## src/rtl/ddr_seq_pkg.sv

```systemverilog
// Shared types and helpers for the DDR output sequencer.
package ddr_seq_pkg;

  // Sequencer phases around a burst on the pad.
  typedef enum logic [1:0] {
    IDLE  = 2'd0,
    PRE   = 2'd1,
    SHIFT = 2'd2,
    POST  = 2'd3
  } state_t;

  // Bits needed to hold any value in 0..max_val (never less than one bit).
  function automatic int cnt_width(input int max_val);
    return (max_val < 2) ? 1 : $clog2(max_val + 1);
  endfunction

endpackage

```

## src/rtl/ddr_shift2.sv

```systemverilog
// Word register that hands out two bits per beat, MSB pair first.
// r_cnt counts beats already taken from the register, so the beat on the
// pad is the final one of its word when r_cnt equals WIDTH/2.
module ddr_shift2
  import ddr_seq_pkg::*;
#(
  parameter int WIDTH = 8
) (
  input  logic             i_clk,
  input  logic             i_rst_n,
  input  logic             i_load,     // capture i_data
  input  logic             i_present,  // with i_load: first pair is being sent now
  input  logic             i_shift,    // current head pair is being sent now
  input  logic [WIDTH-1:0] i_data,
  output logic             o_head_hi,  // next pair to send, bit for rising edge
  output logic             o_head_lo,  // next pair to send, bit for falling edge
  output logic             o_final     // last pair of the word is on the pad
);

  localparam int BEATS = WIDTH / 2;
  localparam int CW    = cnt_width(BEATS);
  localparam logic [CW-1:0] BEATS_C = CW'(BEATS);

  logic [WIDTH-1:0] r_sr;
  logic [CW-1:0]    r_cnt;

  // Load a fresh word (optionally consuming its first pair) or shift by one pair.
  always_ff @(posedge i_clk or negedge i_rst_n) begin
    if (!i_rst_n) begin
      r_sr  <= '0;
      r_cnt <= '0;
    end else if (i_load) begin
      if (i_present) begin
        r_sr  <= i_data << 2;
        r_cnt <= CW'(1);
      end else begin
        r_sr  <= i_data;
        r_cnt <= '0;
      end
    end else if (i_shift) begin
      r_sr  <= r_sr << 2;
      r_cnt <= r_cnt + 1'b1;
    end
  end

  assign o_head_hi = r_sr[WIDTH-1];
  assign o_head_lo = r_sr[WIDTH-2];
  assign o_final   = (r_cnt == BEATS_C);

endmodule

```

## src/rtl/ddr_oddr_sequencer.sv

```systemverilog
// Serializes parallel words into two bits per clock for an FDDR+OBUFT pad
// cell, wrapping each burst with a driven preamble and postamble. Every pad
// output is registered from the next-state decode so the cell sees clean
// flop outputs; only IN_READY is combinational.
module ddr_oddr_sequencer
  import ddr_seq_pkg::*;
#(
  parameter int   WIDTH       = 8,
  parameter int   PRE_CYCLES  = 1,
  parameter int   POST_CYCLES = 1,
  parameter logic IDLE_VAL    = 1'b1
) (
  input  logic             C,
  input  logic             CLR_N,
  input  logic [WIDTH-1:0] IN_DATA,
  input  logic             IN_VALID,
  input  logic             IN_LAST,
  output logic             IN_READY,
  output logic             D0,
  output logic             D1,
  output logic             CE,
  output logic             T,
  output logic             BUSY,
  output logic             UNDERRUN
);

  localparam int PH_MAX = (PRE_CYCLES > POST_CYCLES) ? PRE_CYCLES : POST_CYCLES;
  localparam int PCW    = cnt_width(PH_MAX);
  localparam logic [PCW-1:0] PRE_LAST  = (PRE_CYCLES  == 0) ? '0 : PCW'(PRE_CYCLES - 1);
  localparam logic [PCW-1:0] POST_LAST = (POST_CYCLES == 0) ? '0 : PCW'(POST_CYCLES - 1);

  state_t         r_state, w_state_next;
  logic [PCW-1:0] r_phase, w_phase_next;
  logic           r_last, w_last_next;
  logic           r_d0, r_d1, r_ce, r_t, r_busy, r_under;
  logic           w_d0_next, w_d1_next, w_ce_next, w_t_next, w_under_next;
  logic           w_load, w_present, w_shift;
  logic           w_head_hi, w_head_lo, w_final;
  logic           w_ready, w_accept;

  ddr_shift2 #(
    .WIDTH(WIDTH)
  ) u_shift (
    .i_clk     (C),
    .i_rst_n   (CLR_N),
    .i_load    (w_load),
    .i_present (w_present),
    .i_shift   (w_shift),
    .i_data    (IN_DATA),
    .o_head_hi (w_head_hi),
    .o_head_lo (w_head_lo),
    .o_final   (w_final)
  );

  // Ready in IDLE, and on the final beat (or gap beats) of a non-last word.
  assign w_ready  = CLR_N && ((r_state == IDLE) ||
                              ((r_state == SHIFT) && w_final && !r_last));
  assign w_accept = IN_VALID && w_ready;
  assign IN_READY = w_ready;

  // Next-state decode; pad outputs are computed for the state being entered.
  always_comb begin
    w_state_next = r_state;
    w_phase_next = r_phase;
    w_last_next  = r_last;
    w_d0_next    = IDLE_VAL;
    w_d1_next    = IDLE_VAL;
    w_ce_next    = 1'b1;
    w_t_next     = 1'b0;
    w_under_next = 1'b0;
    w_load       = 1'b0;
    w_present    = 1'b0;
    w_shift      = 1'b0;
    case (r_state)
      IDLE: begin
        w_ce_next = 1'b0;
        w_t_next  = 1'b1;
        if (w_accept) begin
          w_load      = 1'b1;
          w_last_next = IN_LAST;
          w_ce_next   = 1'b1;
          w_t_next    = 1'b0;
          if (PRE_CYCLES == 0) begin
            w_present    = 1'b1;
            w_d0_next    = IN_DATA[WIDTH-1];
            w_d1_next    = IN_DATA[WIDTH-2];
            w_state_next = SHIFT;
          end else begin
            w_phase_next = '0;
            w_state_next = PRE;
          end
        end
      end
      PRE: begin
        if (r_phase == PRE_LAST) begin
          w_shift      = 1'b1;
          w_d0_next    = w_head_hi;
          w_d1_next    = w_head_lo;
          w_state_next = SHIFT;
        end else begin
          w_phase_next = r_phase + 1'b1;
        end
      end
      SHIFT: begin
        if (!w_final) begin
          w_shift   = 1'b1;
          w_d0_next = w_head_hi;
          w_d1_next = w_head_lo;
        end else if (r_last) begin
          if (POST_CYCLES == 0) begin
            w_ce_next    = 1'b0;
            w_t_next     = 1'b1;
            w_state_next = IDLE;
          end else begin
            w_phase_next = '0;
            w_state_next = POST;
          end
        end else if (w_accept) begin
          // Back-to-back word: its first pair goes out with no gap.
          w_load      = 1'b1;
          w_present   = 1'b1;
          w_last_next = IN_LAST;
          w_d0_next   = IN_DATA[WIDTH-1];
          w_d1_next   = IN_DATA[WIDTH-2];
        end else begin
          // Source ran dry mid-burst: keep the pad driven with a gap beat.
          w_under_next = 1'b1;
        end
      end
      POST: begin
        if (r_phase == POST_LAST) begin
          w_ce_next    = 1'b0;
          w_t_next     = 1'b1;
          w_state_next = IDLE;
        end else begin
          w_phase_next = r_phase + 1'b1;
        end
      end
      default: begin
        w_ce_next    = 1'b0;
        w_t_next     = 1'b1;
        w_state_next = IDLE;
      end
    endcase
  end

  // State, counters and registered pad outputs; reset tristates the pad at once.
  always_ff @(posedge C or negedge CLR_N) begin
    if (!CLR_N) begin
      r_state <= IDLE;
      r_phase <= '0;
      r_last  <= 1'b0;
      r_d0    <= IDLE_VAL;
      r_d1    <= IDLE_VAL;
      r_ce    <= 1'b0;
      r_t     <= 1'b1;
      r_busy  <= 1'b0;
      r_under <= 1'b0;
    end else begin
      r_state <= w_state_next;
      r_phase <= w_phase_next;
      r_last  <= w_last_next;
      r_d0    <= w_d0_next;
      r_d1    <= w_d1_next;
      r_ce    <= w_ce_next;
      r_t     <= w_t_next;
      r_busy  <= (w_state_next != IDLE);
      r_under <= w_under_next;
    end
  end

  assign D0       = r_d0;
  assign D1       = r_d1;
  assign CE       = r_ce;
  assign T        = r_t;
  assign BUSY     = r_busy;
  assign UNDERRUN = r_under;

endmodule

```

## config.mk

```make
export PLATFORM = sky130hd
export DESIGN_NAME = ddr_oddr_sequencer
export DESIGN_NICKNAME = d
export VERILOG_FILES = /design/src/rtl/ddr_seq_pkg.sv /design/src/rtl/ddr_shift2.sv /design/src/rtl/ddr_oddr_sequencer.sv
export SDC_FILE = /design/constraint.sdc
export NUM_CORES = 1
export LEC_CHECK = 0
export ABC_AREA = 1
export CAP_MARGIN = 20
export CORE_MARGIN = 2
export CORE_UTILIZATION = 35
export DETAILED_ROUTE_END_ITERATION = 8
export HOLD_SLACK_MARGIN = 0.06
export MAX_ROUTING_LAYER = met4
export PLACE_DENSITY = 0.56
export RECOVER_POWER = 100
export REMOVE_ABC_BUFFERS = 1
export SETUP_SLACK_MARGIN = 0.05
export SYNTH_ARGS = -nofsm -noshare
export SYNTH_HDL_FRONTEND = slang
export SYNTH_HIERARCHICAL = 1
export SYNTH_SLANG_ARGS = --single-unit
```

## constraint.sdc

```tcl
create_clock -name C -period 1.9 [get_ports C]
set_clock_uncertainty 0.05 [all_clocks]
set_input_delay 0.285 -clock C [delete_from_list [all_inputs] [get_ports C]]
set_output_delay 0.285 -clock C [all_outputs]
set_load 0.05 [all_outputs]
```

### Word level (Yosys, flattened, before mapping)

Cells that the tools add are included.

* equal/unequal tests: 7
* add/sub/neg operators: 2
* mux-type cells: 47
* reduce and logical (&&, ||, !) cells: 13

Operators by type and width (count)
* two-way mux 1 bit: 28
* two-way mux 8 bit: 3
* one-hot mux 1 bit (2 select lines): 7
* two-way mux 2 bit: 5
* one-hot mux 2 bit (4 select lines): 1
* two-way mux 3 bit: 2
* != test 2 bit (second input constant): 3
* AND reduction 3 bit: 2
* nonzero test 2 bit: 3
* equality test 2 bit (second input constant): 2
* logical AND 1 bit: 4
* adder 3 x 1 -> 3 bit (second input constant): 1
* equality test 3 bit (second input constant): 1
* one-hot mux 1 bit (3 select lines): 1
* equality test 2 x 1 -> 1 bit (second input constant): 1
* zero test 2 bit: 1
* OR reduction 2 bit: 1
* adder 1 bit (second input constant): 1
* zero test 1 bit: 1
* logical OR 1 bit: 1

* bits in registers: 21
* output and inout port bits: 7
* word-level logic and storage cells: 80
* bits of input ports: 12

### Longest topological paths before layout

Gate-level depths: netlist of the first run.

* depth after elaboration: 12
* mapped depth: 14

### Hierarchy

The synthesis of the first run kept the hierarchy.

Modules (own cells, without submodules)
* ddr_shift2: area an instance 618.1 um2, instances 1, sequential area each 275.3 um2, cells each 85
* ddr_oddr_sequencer: area an instance 536.8 um2, instances 1, sequential area each 229.0 um2, cells each 58

### Worst setup path after synthesis of the first run

No wires, ideal clock.

* path kind: register -> output
* start: reg r_state[0]
* end: out IN_READY
* arrival time: 1.656 ns
* data required time: 1.565 ns
* stages on the path, launching flop included: 5
* slack: -0.091 ns
* path buffers: 0
* path through: dfrtp_1 > inv_1 > ha_1 > nand3_4 > a21boi_1

* word-level cells in the longest chain between the ends: 5
* elaborated cells on any way between the ends: 6

Ends and longest elaborated chain
* start, declared: RTL line ddr_oddr_sequencer.sv:32 `state_t r_state, w_state_next;`
* start signal, assigned: RTL line ddr_oddr_sequencer.sv:160 `r_state <= w_state_next;`
* equality test 2 bit: RTL line ddr_oddr_sequencer.sv:57 `((r_state == SHIFT) && w_final && !r_last));`
* logical AND 1 bit (2 in a row): RTL line ddr_oddr_sequencer.sv:57
* logical OR 1 bit (*): RTL line ddr_oddr_sequencer.sv:56 `assign w_ready = CLR_N && ((r_state == IDLE) ||`
* logical AND 1 bit (*): RTL line ddr_oddr_sequencer.sv:56
* end, declared: RTL line ddr_oddr_sequencer.sv:18 `output logic IN_READY,`

Mark *: on every way between the ends. The rest lies on a longest branch, timed or not.

### Worst setup path after layout of the first run

* start: reg u_shift.r_cnt[0]
* end: out IN_READY

* word-level cells in the longest chain between the ends: 5

Ends and longest elaborated chain
* start, declared: RTL line ddr_shift2.sv:25 `logic [CW-1:0] r_cnt;`
* start signal, assigned: RTL line ddr_shift2.sv:42 `r_cnt <= r_cnt + 1'b1;`
* equality test 3 bit: RTL line ddr_shift2.sv:48 `assign o_final = (r_cnt == BEATS_C);`
* named net w_final: RTL line ddr_oddr_sequencer.sv:38 `logic w_head_hi, w_head_lo, w_final;`
* logical AND 1 bit (2 in a row): RTL line ddr_oddr_sequencer.sv:57
* logical OR 1 bit: RTL line ddr_oddr_sequencer.sv:56
* logical AND 1 bit: RTL line ddr_oddr_sequencer.sv:56

The timed path passes the listed nets, and every way through them passes these cells.

==> run summary, run 1 <==
The number of nets with antenna violations after routing came out at 0. The run finished with clean final reports. Sorting the synthesized cells by area gives the leading types as sky130_fd_sc_hd__dfrtp_1 37%, sky130_fd_sc_hd__nand2_1 9.8%, sky130_fd_sc_hd__nand3_1 8.2%. The number of ports placed on the die boundary came out at 19. The total overflow reported by the global router came out at 0. Clock-pin slew was measured on the worst setup and hold paths at roughly 0.11 ns.

Among the stages of the critical path, the cell type that occurs most often is sky130_fd_sc_hd__inv_2. The number of storage elements in the synthesis netlist came out at 20. Once placement finished, the instance area stood at about 0.0014 sq mm. In this run the number of H-tree levels came out at 1. Before antenna repair, the detailed router went through 4 iterations. The multi-input logic area came out at between 600 and 700 sq um.

The max-slew violation count is 0. The synthesized design spends more area on one cell type than any other, namely sky130_fd_sc_hd__dfrtp_1. On the final layout, the worst hold slack is approximately 0.40 ns. Counting the fill cells in the layout gives ~330. Setup repair after global routing could not meet its margin everywhere. The number of hold-slack violations in the final timing report is 0.

The starting DRC count in detailed routing came out at 57. The register area came out at between 500 and 600 sq um. The first global-routing pass estimated about 4.4 mm of wire. The via count of the first global-routing pass came to 957. Across all setup checks in the final design, the least slack found is roughly 0.054 ns. Measured along the y axis, the die boundary spans approximately 61 microns.

Relative to the synthesized area, the layout overhead comes to 39.1%. The detailed-route wire length per cell came out at roughly 12 microns. The number of I/O port buffers came out at 18. The standby leakage power is approximately 0.78 nW. The cell count after synthesis is around 140. The total power consumption of the routed design is 2.68 mW. The share of final-layout standard cells stronger than drive strength 1 came out at ~28%. The deepest clock path buffer count is 2. The total of max-cap violations came out at 0.

The pre-CTS worst setup slack came out at about 0.035 ns. Summing all non-filler instances in the final layout gives an area of around 0.0016 sq mm. The die footprint came out at about 0.0038 sq mm. Setup violations remaining at the end of the flow were counted as 0. The worst relative slew slack came out at around a third. The count of buffering cells on the critical path with inverters included is 3. For the pin with the worst max-slew slack, the measured transition is between 1 and 1.5 ns. The sink count of the clock tree came out at 20. The floorplan has 20 rows.

The number of distinct library cells after synthesis is 21. The clock latency on the worst-skew pair is ~0.30 ns. The final routed DRC violation total came out at 0. Dividing the detail-routed via count by the number of cells gives roughly 4.5.

The cell with the largest stage delay on the worst path is sky130_fd_sc_hd__dfrtp_1. Walking the worst path, the cells encountered are inv_2 > ha_4 > nand2_2 > inv_2 > nand3_4 > a21boi_2 > buf_12. The core area came out at 0.00310 sq mm. The data arrival time at the worst-slack endpoint is around 1.5 ns. The clock root buffer is sky130_fd_sc_hd__clkbuf_4. The mean instance size in the synthesized netlist is 8.08 sq um. The min-delay analysis places its worst path in the category in2async.

The largest fanout of any net on the critical path came out at 4. The maximum VDD drop is just over 800 uV. Among cell families on the critical path, the largest total delay comes from flip-flops.

The data required time of the worst path is roughly 1.6 ns. The synthesis warning total is 6. The initial utilization of the core area, before any placement, comes to a little under two fifths. The period utilization is between 90% and 100%. The half-perimeter wire length after placement is 1.85 mm.

The pin count of the biggest net entering global routing came out at 20. The setup TNS came out at 0 ns. The endpoint class of the critical path is an output pin. 0 antenna diodes ended up in the layout.

In the final design database the tool counted roughly 210 nets. The initial antenna violation count is 0. The critical path in this run is classified as reg2out.

STA classifies the critical path startpoint as a flip-flop. Summing the sequential cell areas from Yosys gives a little over two fifths of the chip area. The synthesized area came out at about 0.0012 sq mm. The proportion of netlist area held by the largest area contributor came out at about 37%. From left edge to right edge, the die measures around 61 microns. The number of clock buffers added by TritonCTS is 3. The number of vias in the routed layout is 1040. Dividing total power by cell area gives a power density of around 1700 mW/mm^2.

The largest stage delay on the critical path came out at 0.43 ns. At the end of routability-driven placement, the weighted congestion stood at around 0.84. The minimum period implied by the final worst setup slack came out at approximately 1.8 ns. The global router's overall resource usage is 16.5%.

For this run, the top clock speed supported by timing is approximately 540 MHz. TritonCTS built the clock tree. The routed wire length came out at between 2 and 3 mm.
[timing repair]
item                                    4_1_cts  5_1_grt
endpoints found under the setup margin        7       11
hold buffers                                  0        0
gates cloned                                  1        0
setup buffers                                 3        9
gates resized for setup                       4       18
pin swaps                                     3        5
[cell usage after synthesis]
cell type	number
sky130_fd_sc_hd__a21oi_1	4
sky130_fd_sc_hd__inv_1	20
sky130_fd_sc_hd__o21bai_1	2
sky130_fd_sc_hd__nand3_1	19
sky130_fd_sc_hd__a21boi_1	2
sky130_fd_sc_hd__nand2_1	30
sky130_fd_sc_hd__dfrtp_1	17
sky130_fd_sc_hd__inv_2	1
sky130_fd_sc_hd__buf_2	1
sky130_fd_sc_hd__o21ai_0	5
sky130_fd_sc_hd__ha_1	7
sky130_fd_sc_hd__nand2_4	2
sky130_fd_sc_hd__o21ai_1	3
sky130_fd_sc_hd__a21oi_2	1
sky130_fd_sc_hd__buf_6	1
sky130_fd_sc_hd__nand2_2	2
sky130_fd_sc_hd__nand3_4	2
sky130_fd_sc_hd__nor2_1	19
sky130_fd_sc_hd__o211ai_1	1
sky130_fd_sc_hd__nand4_2	1
sky130_fd_sc_hd__dfstp_2	3
[worst paths after layout]
| kind | start | endpoint | slack [ns] | depth (start not counted) |
|---|---|---|---|---|
| min in group C | u_shift/r_sr[0] | u_shift/r_sr[0] | 0.45 | 2 |
| max reg2reg | u_shift/r_cnt[0] | u_shift/r_sr[7] | 0.11 | 13 |
| min reg2reg | u_shift/r_sr[0] | u_shift/r_sr[0] | 0.45 | 2 |
| min | CLR_N | u_shift/r_sr[7] | 0.40 | 2 |
| max in group asynchronous | CLR_N | u_shift/r_sr[2] | 0.43 | 2 |
| max | u_shift/r_cnt[0] | IN_READY | 0.05 | 7 |
[power by group]
group / internal (mW) / leakage, nW / switching, mW
Sequential: 0.643 / 0.241 / 0.102
Combinational: 0.695 / 0.520 / 1.03
Clock: 0.0818 / 0.0150 / 0.131
Total: 1.42 / 0.776 / 1.26
[registers in the layout, summed over array words and instances (netlist names)]
signal / cells
D0: 1
T: 1
CE: 1
r_state: 2
BUSY: 1
UNDERRUN: 1
r_last: 1
u_shift/r_cnt: 3
D1: 1
u_shift/r_sr: 8
[routing by layer]
metal | GRT usage [%] | vias up | routed length, microns
met5 | - | - | 0
met4 | 2.74 | 0 | 15
met3 | 4.62 | 2 | 130
met2 | 24.2 | 23 | 1280
met1 | 23.1 | 476 | 1300
li1 | - | 539 | -
[worst register-to-register path: stages (launching register included)]
cell,delay [ns]
sky130_fd_sc_hd__dfrtp_1,0.43
sky130_fd_sc_hd__inv_2,0.09
sky130_fd_sc_hd__ha_4,0.12
sky130_fd_sc_hd__nand2_2,0.04
sky130_fd_sc_hd__inv_2,0.08
sky130_fd_sc_hd__nand3_4,0.11
sky130_fd_sc_hd__nand2_4,0.09
sky130_fd_sc_hd__nand3_4,0.11
sky130_fd_sc_hd__inv_4,0.10
sky130_fd_sc_hd__inv_2,0.10
sky130_fd_sc_hd__nand2_4,0.13
sky130_fd_sc_hd__nand2_1,0.07
sky130_fd_sc_hd__nor2_1,0.11
sky130_fd_sc_hd__nor2_1,0.06
[layout by cell type, fill, tap and decap left out, drive strengths merged]
cell type      count
clkdlybuf4s50     13
dlygate4sd3        1
nand2             35
nand3             21
dfrtp             17
o211ai             1
dfstp              3
a21boi             2
inv               21
nor2              19
clkbuf             8
o21ai              8
a21oi              5
buf               21
nand4              1
ha                 7
o21bai             2
[final cells by class]
| class | instances | share of cell area (%) |
|---|---|---|
| multi-input cells | 101 | 37.8 |
| inverters | 21 | 5.06 |
| clock buffers | 4 | 1.64 |
| well taps | 44 | 3.43 |
| flip-flops and latches | 20 | 31.4 |
| repair buffers | 39 | 20.7 |
[cell families (layout without fill, tap and decap cells)]
kind of cell,count (synthesis),after routing,synth area share (%)
flops,20,20,43.7
buf+inv,23,64,8.23
compound gates,18,18,9.21
simple gates,75,76,31.3
fa+ha+maj,7,7,7.58
[stage by stage]
| stage | utilization (%) | instances |
|---|---|---|
| after detailed placement | 46.5 | 212 |
| after floorplan | - | 141 |
| final | 51.8 | 229 |
| after global routing | 51.8 | 229 |
| after CTS | 48.8 | 220 |
| after global placement | 46.5 | 212 |
(Power assumes the default switching activity.)
==> run 2: changes to the inputs <==
--- a/config.mk
+++ b/config.mk
@@ -16,6 +16,7 @@
 export RECOVER_POWER = 100
 export REMOVE_ABC_BUFFERS = 1
 export SETUP_SLACK_MARGIN = 0.05
+export SLEW_MARGIN = 20
 export SYNTH_ARGS = -nofsm -noshare
 export SYNTH_HDL_FRONTEND = slang
 export SYNTH_HIERARCHICAL = 1
==> results of run 2 <==
No change in the layout: final DEF, timing and power equal those of run 1.
==> run 3: changes to the inputs <==
--- a/config.mk
+++ b/config.mk
@@ -9,13 +9,14 @@
 export CAP_MARGIN = 20
 export CORE_MARGIN = 2
 export CORE_UTILIZATION = 35
+export CTS_CLUSTER_SIZE = 25
 export DETAILED_ROUTE_END_ITERATION = 8
 export HOLD_SLACK_MARGIN = 0.06
 export MAX_ROUTING_LAYER = met4
 export PLACE_DENSITY = 0.56
 export RECOVER_POWER = 100
 export REMOVE_ABC_BUFFERS = 1
-export SETUP_SLACK_MARGIN = 0.05
+export SETUP_SLACK_MARGIN = 0.02
 export SLEW_MARGIN = 20
 export SYNTH_ARGS = -nofsm -noshare
 export SYNTH_HDL_FRONTEND = slang
==> constraint.sdc (replaced) <==
create_clock -name C -period 1.9 [get_ports C]
set_clock_uncertainty 0.05 [all_clocks]
set_input_delay 0.285 -clock C [delete_from_list [all_inputs] [get_ports C]]
set_output_delay 0.285 -clock C [all_outputs]
set_load 0.005 [all_outputs]
==> run 3 against run 2 <==
Sequential share of layout area up 1.5 points. Non-clock buffer count down 7. Setup slack better by 0.10 ns. Global-route usage down 0.77 points.
==> run summary, run 3 (synthesis results as in run 1) <==
The length of routed wiring on met1 came out at 1.19 mm (was 1.30 mm). The total inserted antenna cells is 0 (unchanged). The number of standard-cell rows in the floorplan came out at 20 (unchanged). The worst-case hold slack is 0.449 ns (was 0.404 ns). The max-slew violation count was 0 (unchanged). The total overflow reported by the global router is 0 (unchanged). The sink count of the clock tree is 20 (unchanged). The final net count came out at 197 (was 205).

Highest-count cells in the layout ignoring fill and taps: 30 x sky130_fd_sc_hd__nand2_1, 19 x sky130_fd_sc_hd__nand3_1, 18 x sky130_fd_sc_hd__nor2_1 (was 28 x sky130_fd_sc_hd__nand2_1, 19 x sky130_fd_sc_hd__nand3_1, 19 x sky130_fd_sc_hd__buf_4). The number of nets with antenna violations after routing came to 0 (unchanged). The deepest clock path buffer count is 2 (unchanged). The endpoint class of the critical path is a flip-flop (was output pin). The total length of routed met2 wires is 1.18 mm (was 1.28 mm). The cell repeated most along the worst path is sky130_fd_sc_hd__nor2_1 (was sky130_fd_sc_hd__inv_2). The count of buffering cells on the critical path with inverters included is 4 (was 3). The total number of H-tree levels came to 1 (unchanged). The actual slew at the worst max-slew pin came to 0.452 ns (was 1.02 ns). The minimum period implied by the final worst setup slack is 1.75 ns (was 1.85 ns). The category of the worst setup path launch point is a flip-flop (unchanged). The clock latency on the worst-skew pair is 0.30 ns (about the same). The total power consumption of the routed design is 2.33 mW (was 2.68 mW).

Largest registers ranked by flip-flop count: u_shift/r_sr (8), u_shift/r_cnt (3), r_state (2) (unchanged). The starting utilization of the core area came out at 37.2% (unchanged). The TritonCTS clock tree is built (unchanged). The die footprint came out at 0.00377 sq mm (unchanged). The detailed-route wire length per cell came out at 11.1 microns (was 11.9 microns).

The horizontal die dimension came to 61.4 microns (unchanged). The final number of setup-violating endpoints is 0 (unchanged). The number of vias in the routed layout is 1025 (was 1040). The detailed-routing iteration count for the pre-antenna-repair pass came to 4 (unchanged). The final standard cell area without fillers came out at 0.00153 sq mm (was 0.00161 sq mm). The core area is 0.00310 sq mm (unchanged). The number of flip-flops in the largest register came out at 8 (unchanged).

The data required time of the worst path is 2.08 ns (was 1.56 ns). The total clock buffers created by CTS is 3 (unchanged). The critical path class is reg2reg (was reg2out). The period utilization came to 91.9% (was 97.2%).

Status: complete, no violations (unchanged). The starting DRC count in detailed routing came out at 41 (was 57). The maximum VDD drop is 708 uV (was 817 uV).

The pre-CTS worst setup slack is 0.0231 ns (was 0.0348 ns). The global router's overall resource usage was 15.7% (was 16.5%). The standby leakage power came out at 0.749 nW (was 0.776 nW).

The pin count of the biggest net entering global routing came to 14 (was 20). The clock slew seen by the registers of the worst setup and hold paths came out at 0.11 ns (about the same). The largest fanout of any net on the critical path is 13 (was 4). Unrepaired setup endpoints after global routing: true (unchanged). The total of max-cap violations came out at 0 (unchanged). The length of routed met3 wiring is 61 microns (was 130 microns). The highest layer used for signal routing is met4 (unchanged). The final routed DRC violation total came to 0 (unchanged).

The register containing the most flip-flops in the final layout is u_shift/r_sr (unchanged). The largest delay contributor family on the critical path was simple AND/OR/NAND/NOR gates (was flip-flops). The cell area after placement is 0.00146 sq mm (was 0.00144 sq mm). The cell with the largest stage delay on the worst path is sky130_fd_sc_hd__dfrtp_1 (unchanged).

The number of hold-slack violations in the final timing report came out at 0 (unchanged). The via count of the first global-routing pass came out at 1001 (was 957). The most frequent standard cell in the layout excluding fill and tap cells is sky130_fd_sc_hd__nand2_1 (unchanged).

The global-route wire length before repair came out at 4.22 mm (was 4.42 mm). The number of cells in the finished layout apart from fillers is 221 (was 229). The setup TNS came to 0 ns (unchanged). The half-perimeter wire length after placement was 1.88 mm (was 1.85 mm).

The placed cell count was 214 (was 212). The total power per unit cell area is 1520 mW/mm^2 (was 1670 mW/mm^2). The average vias per placed instance came out at 4.64 (was 4.54). The number of I/O port buffers is 18 (unchanged). The initial antenna violation count was 0 (unchanged).

The post-layout worst setup margin was 0.154 ns (was 0.0540 ns). The die height came out at 61.4 microns (unchanged). The data arrival time at the worst-slack endpoint came out at 1.93 ns (was 1.51 ns). The worst relative slew slack is 69.9% (was 32.1%). The largest stage delay on the critical path came out at 0.40 ns (was 0.43 ns). The highest attainable clock frequency came out at 573 MHz (was 542 MHz).

The count of fill cells added during filler insertion was 331 (was 325). The layout overhead on the synthesized area came out at 32.8% (was 39.1%). The path category of the worst min-delay check was reg2reg (was in2async). The routed wire length was 2.45 mm (was 2.73 mm). The post-layout utilization of the core was 49.4% (was 51.8%). The number of buffers added to fix hold violations after cts came out at 0 (unchanged). CP Cell Sequence: inv_1 > ha_1 > nand2_1 > inv_2 > nand3_4 > nand2_4 > nand3_4 > inv_2 > buf_8 > nand2_1 > nor2_1 > nor2_1 > nor2_1 (was inv_2 > ha_4 > nand2_2 > inv_2 > nand3_4 > a21boi_2 > buf_12). The clock root buffer is sky130_fd_sc_hd__clkbuf_4 (unchanged). The share of final-layout standard cells stronger than drive strength 1 is 20.9% (was 28.1%). The number of ports placed on the die boundary is 19 (unchanged).

The final weighted congestion of routability-driven global placement came to 0.814 (was 0.838).
[run 3: cell type report]
cell class,count,area [sq um],share of cell area (%)
tap,44,55.1,3.59
timing repair buffer,32,280,18.3
sequential,20,504,32.9
inverter,21,81.3,5.30
clock buffer,4,36.3,2.37
multi-input combinational,100,577,37.6
[run 3: timing repair]
action                                  in CTS  in global routing
buffers inserted                             2                  1
endpoints found under the setup margin       3                  9
pin swaps                                    0                  0
gates resized for setup                      3                 12
endpoints found under the hold margin        0                  0
[run 3: worst paths after layout]
kind	startpoint	end	slack [ns]	cells past startpoint
max	u_shift/r_cnt[0]	u_shift/r_sr[3]	0.15	13
max in group asynchronous	CLR_N	T	1.00	2
max reg2reg	u_shift/r_cnt[0]	u_shift/r_sr[3]	0.15	13
min	u_shift/r_sr[0]	u_shift/r_sr[0]	0.45	2
min reg2reg	u_shift/r_sr[0]	u_shift/r_sr[0]	0.45	2
min in group asynchronous	CLR_N	r_state[1]	0.46	2
[run 3: worst reg2reg max path: stages, from the launching register on]
cell and delay [ns]:
sky130_fd_sc_hd__dfrtp_1 0.40, sky130_fd_sc_hd__inv_1 0.08, sky130_fd_sc_hd__ha_1 0.14, sky130_fd_sc_hd__nand2_1 0.05
sky130_fd_sc_hd__inv_2 0.08, sky130_fd_sc_hd__nand3_4 0.12, sky130_fd_sc_hd__nand2_4 0.10, sky130_fd_sc_hd__nand3_4 0.08
sky130_fd_sc_hd__inv_2 0.12, sky130_fd_sc_hd__buf_8 0.15, sky130_fd_sc_hd__nand2_1 0.10, sky130_fd_sc_hd__nor2_1 0.10
sky130_fd_sc_hd__nor2_1 0.05, sky130_fd_sc_hd__nor2_1 0.08
[run 3: report_power, final]
part,leakage [nW],internal [mW],switching (mW)
logic,0.486,0.597,0.752
clock network,0.0210,0.117,0.127
registers,0.241,0.643,0.0950
total,0.749,1.36,0.974
[run 3: layer usage]
layer	vias to the layer above	track usage (%)
met3	2	3.78
met5	-	-
met1	486	19.4
met4	0	5.47
li1	524	-
met2	13	25.2
